File: src/rtl/sorted_search_pkg.sv
// sorted_search shared types and constants.
// Sizes, FSM states and binary-search step bounds.
package sorted_search_pkg;

  localparam int DW = 8;
  localparam int AW = 4;
  localparam int N  = 1 << AW;

  typedef enum logic [2:0] {
    CAPTURE,
    CHECK,
    READY,
    SEARCH,
    RESP
  } state_t;

  localparam logic [AW-1:0] STEP_FIRST = AW'(N / 2);
  localparam logic [AW-1:0] STEP_LAST  = AW'(1);
  localparam logic [AW-1:0] IDX_LAST   = AW'(N - 1);

endpackage

File: src/rtl/sorted_search_mem.sv
// Register file for the captured list.
// One synchronous write port, two combinational read ports.
import sorted_search_pkg::*;

module sorted_search_mem (
  input  logic          clk,
  input  logic          we,
  input  logic [AW-1:0] wa,
  input  logic [DW-1:0] wd,
  input  logic [AW-1:0] ra_a,
  input  logic [AW-1:0] ra_b,
  output logic [DW-1:0] rd_a,
  output logic [DW-1:0] rd_b
);

  logic [DW-1:0] mem [N];

  always_ff @(posedge clk) begin
    if (we) mem[wa] <= wd;
  end

  assign rd_a = mem[ra_a];
  assign rd_b = mem[ra_b];

endmodule

File: src/rtl/sorted_search.sv
// Captures the sorter's result list, checks it,
// then serves fixed-latency lower-bound queries.
import sorted_search_pkg::*;

module sorted_search (
  input  logic          clk,
  input  logic          reset,
  input  logic          IRAM_valid,
  input  logic [AW-1:0] IRAM_A,
  input  logic [DW-1:0] IRAM_D,
  input  logic          sort_done,
  input  logic          q_valid,
  input  logic [DW-1:0] q_key,
  output logic          q_ready,
  output logic          r_valid,
  output logic          r_found,
  output logic [AW-1:0] r_index,
  output logic          list_ready,
  output logic          order_err
);

  state_t        state;
  logic [N-1:0]  written;
  logic [AW-1:0] idx;
  logic [AW-1:0] pos;
  logic [AW-1:0] step;
  logic [DW-1:0] key;
  logic [AW-1:0] ra_a;
  logic [AW-1:0] ra_b;
  logic [DW-1:0] rd_a;
  logic [DW-1:0] rd_b;
  logic          we;

  // Port a: probe or left neighbour; port b: mem[pos] or right neighbour
  assign we   = IRAM_valid && (state == CAPTURE);
  assign ra_a = (state == SEARCH) ? pos + step - 1'b1 : idx;
  assign ra_b = (state == RESP) ? pos : idx + 1'b1;

  sorted_search_mem u_mem (
    .clk  (clk),
    .we   (we),
    .wa   (IRAM_A),
    .wd   (IRAM_D),
    .ra_a (ra_a),
    .ra_b (ra_b),
    .rd_a (rd_a),
    .rd_b (rd_b)
  );

  always_ff @(posedge clk) begin
    if (reset) begin
      state      <= CAPTURE;
      written    <= '0;
      idx        <= '0;
      pos        <= '0;
      step       <= '0;
      key        <= '0;
      q_ready    <= 1'b0;
      r_valid    <= 1'b0;
      r_found    <= 1'b0;
      r_index    <= '0;
      list_ready <= 1'b0;
      order_err  <= 1'b0;
    end else begin
      r_valid <= 1'b0;
      case (state)
        CAPTURE: begin
          if (IRAM_valid) written[IRAM_A] <= 1'b1;
          if (sort_done) begin
            idx   <= '0;
            state <= CHECK;
          end
        end
        CHECK: begin
          if (idx != IDX_LAST) begin
            if (rd_a > rd_b) order_err <= 1'b1;
            idx <= idx + 1'b1;
          end else begin
            if (!(&written)) order_err <= 1'b1;
            list_ready <= 1'b1;
            q_ready    <= 1'b1;
            state      <= READY;
          end
        end
        READY: begin
          if (q_valid) begin
            key     <= q_key;
            pos     <= '0;
            step    <= STEP_FIRST;
            q_ready <= 1'b0;
            state   <= SEARCH;
          end
        end
        SEARCH: begin
          if (rd_a < key) pos <= pos + step;
          step <= step >> 1;
          if (step == STEP_LAST) state <= RESP;
        end
        RESP: begin
          r_index <= pos;
          r_found <= (rd_b == key);
          r_valid <= 1'b1;
          q_ready <= 1'b1;
          state   <= READY;
        end
        default: state <= CAPTURE;
      endcase
    end
  end

endmodule

File: config.mk
export PLATFORM = sky130hd
export DESIGN_NAME = sorted_search
export DESIGN_NICKNAME = d
export VERILOG_FILES = /design/src/rtl/sorted_search_pkg.sv /design/src/rtl/sorted_search_mem.sv /design/src/rtl/sorted_search.sv
export SDC_FILE = /design/constraint.sdc
export NUM_CORES = 1
export LEC_CHECK = 0
export CORE_ASPECT_RATIO = 1.4
export CORE_MARGIN = 4
export CORE_UTILIZATION = 64
export CTS_CLUSTER_SIZE = 25
export DETAILED_ROUTE_END_ITERATION = 8
export DONT_BUFFER_PORTS = 1
export HOLD_SLACK_MARGIN = 0.08
export MAX_ROUTING_LAYER = met4
export PLACE_DENSITY = 0.8
export SLEW_MARGIN = 20
export SYNTH_ARGS = -nofsm -noshare
export SYNTH_HDL_FRONTEND = slang
export SYNTH_HIERARCHICAL = 1
export SYNTH_SLANG_ARGS = --single-unit
File: constraint.sdc
create_clock -name clk -period 5.4 [get_ports clk]
set_input_delay 0.54 -clock clk [delete_from_list [all_inputs] [get_ports clk]]
set_output_delay 0.54 -clock clk [all_outputs]
set_load 0.02 [all_outputs]
==> flow_summary.toml <==
[yosys]
syn_nets = 662
synth_top_area_share = 0.446
synth_seq_cells = 176
avgSynthCellArea_sq_um = 14.0
synth_top_area_cell = "edfxtp_1"
async_flop_share = 0
yosys-top-cells-area = "edfxtp_1, dfxtp_1, mux4_2"
ys.warnings.count = 6
synth-edff-count = 128
ys_seq_area_frac = 0.558
synthesis.area_sq_um = 8620
synth_cells = 616
ys.flop_type = "edfxtp_1"
yosysUniqueCellTypes = 52

[clocking]
clk_pin_slew_worst_paths_ns = 0.07
cts_hold_buf = 0
htreeDepth = 4
cts_setup_buffers = 0
insertion_delay_ns = 0.43
cts-root-buf = "clkbuf_16"
cts_buffers = 17
clk_path_buf_depth = 2
cts_tree = "done"
cts.sinks = 176
post_cts_resized = 0

[hold_path]
hold_class = "primary input to flip-flop"

[routing]
via_count = 5535
wl_met1_um = 7190
highest_layer = "met4"
dr.pass1.iters = 6
route.met3.wl_um = 1170
drtAntennaViolNets = 0
routed_wl_um = 20100
dr.first_iter.drc_count = 573
wl_per_cell_um = 25.1
drc_errors = 0
vias_per_cell = 6.90
wl_met2_um = 10900

[critical_path]
crit_top_cell = "ha_1"
max_stage_delay_ns = 0.49
crit_arrival_ns = 4.92
worstSetupStartpointType = "flip-flop"
end_kind = "flip-flop"
critPathRequiredTime_ns = 5.78
critPathSlowestCell = "fa_1"
path_class = "flip-flop to flip-flop"
cp_max_fo = 32
crit_chain = "ha_1, inv_1, fa_1, ha_1, o21ai_2, buf_4, mux4_1, a22oi_1, nand2_1, ha_1, or3_2, a21oi_1, o31ai_2, or3_1, a21oi_2"

[grt]
grt_pass1_wl_um = 31400
antenna_found_initial = 0
overflow = 0
grt_usage = 0.278
grt_max_degree = 51
grt_pass1_vias = 5573

[sta]
rsz0062_at_grt = "no"
slew_headroom = 0.277
setup_violations = 0
finalClockSkew_ns = 0.0129
period_share = 0.840
drv_slew = 0
final.setup.tns_ns = 0
tightest_slew_ns = 1.08
fmax_mhz = 220
hold_viol_final = 0
period_minus_slack_ns = 4.54

[final_layout]
utilization = 0.715
diodes = 0
area_growth_pct = 7.90
nets = 657
drive_gt1_frac = 0.144
fin_area_sq_um = 9300

[floorplan]
die_h_um = 145
die_area_sq_um = 15400
io_pins = 34
start_util = 0.663
die_w_um = 106
coreArea_sq_um = 13000
rows = 49

[power]
power.ir.vdd_worst_mv = 0.289
power.leakage_nw = 3.12
pwr_density_cell_nw_per_um2 = 437

[placement]
dpl_cell_area_sq_um = 8720
io_buffers = 0
place_congestion = 0.924
dp_hpwl_um = 14200

[status]
outcome = "completed"

[flow_run]
cap_violations = 0
path summary, 6_finish.rpt:
| path | slack, ns | depth (start not counted) | startpoint | endpoint |
|---|---|---|---|---|
| setup / recovery | 0.86 | 15 | pos[0] | pos[3] |
| hold / removal | 0.17 | 1 | reset | pos[3] |
| setup reg to reg | 0.86 | 15 | pos[0] | pos[3] |
| hold reg to reg | 0.47 | 2 | written[0] | written[0] |
per-layer routing:
layer / GRT usage / up-vias
met3: 0.0569 / 59
li1: - / 2404
met1: 0.311 / 2783
met5: - / -
met4: 0.135 / 0
met2: 0.474 / 289
synthesized netlist by cell type, types with 7 or more instances:
cell	count
edfxtp_1	128
nand2_1	54
nor2_1	51
dfxtp_1	48
a21oi_1	45
a22oi_1	36
mux4_2	34
mux4_1	28
inv_1	23
ha_1	20
nor3_1	12
xor2_1	10
clkbuf_1	9
nor2b_1	9
buf_2	8
and2_1	7
final cells by class:
cell class                 count  area (sq um)
clock buffer                  17           425
inverter                      23          86.3
multi-input combinational    384          3540
tap                          178           223
fill                         824          3700
timing repair buffer           9          67.6
clock inverter                15           150
sequential                   176          4800
worst max-delay path, delay by kind of cell, from the launching register on:
| family | cells | cell delay, ns |
|---|---|---|
| buf+inv | 2 | 0.46 |
| flops | 1 | 0.37 |
| simple gates | 3 | 0.99 |
| fa+ha+maj | 4 | 1.31 |
| compound gates | 5 | 0.93 |
| mux | 1 | 0.38 |
cell usage in the layout, fill, tap and decap left out, drive strengths merged, types with 4 or more instances in the layout:
cell	netlist	routed
nand3b	5	5
o31ai	4	4
nand4	6	6
edfxtp	128	128
nand3	6	6
clkinv	0	7
nand2	54	54
nor4	4	4
buf	18	9
nor3	12	12
o21ai	10	10
xor2	10	10
a21oi	47	47
nor2	51	51
and2	7	7
nor2b	9	9
xnor2	5	5
nand2b	5	5
inv	23	29
dfxtp	48	48
clkbuf	9	17
a22oi	36	36
a31oi	4	4
ha	20	20
mux4	64	64
flip-flops by register name (all words and copies together) (netlist names):
signal / count
pos: 4
r_valid: 1
u_mem/mem: 128
state: 3
order_err: 1
list_ready: 1
step: 4
written: 16
r_index: 4
idx: 4
q_ready: 1
r_found: 1
key: 8
metrics by stage:
stage	total power [mW]	hold WS (ns)	instances	setup slack (ns)
floorplan	2.62	0.436	616	1.42
global placement	2.82	0.450	770	1.09
detailed placement	2.88	0.458	770	0.954
CTS	4.06	0.167	802	0.895
global route	4.25	0.159	802	0.537
finish	4.07	0.171	802	0.861
logic make-up after synthesis:
kind of cell,Yosys count,share of synthesized area
xor gates and xnor gates,15,0.0152
muxes,66,0.182
AOI/OAI and AO/OA,109,0.0810
and+or+nand+nor,173,0.0964
DFF,176,0.558
buffers and inverters,56,0.0360
adders and majority gates,21,0.0314
report_power, final:
part | switching [mW] | internal [mW] | total [mW]
logic | 0.714 | 0.610 | 1.32
registers | 0.0616 | 1.50 | 1.56
clock network | 0.569 | 0.612 | 1.18
Power figures use the tool's default switching activity.
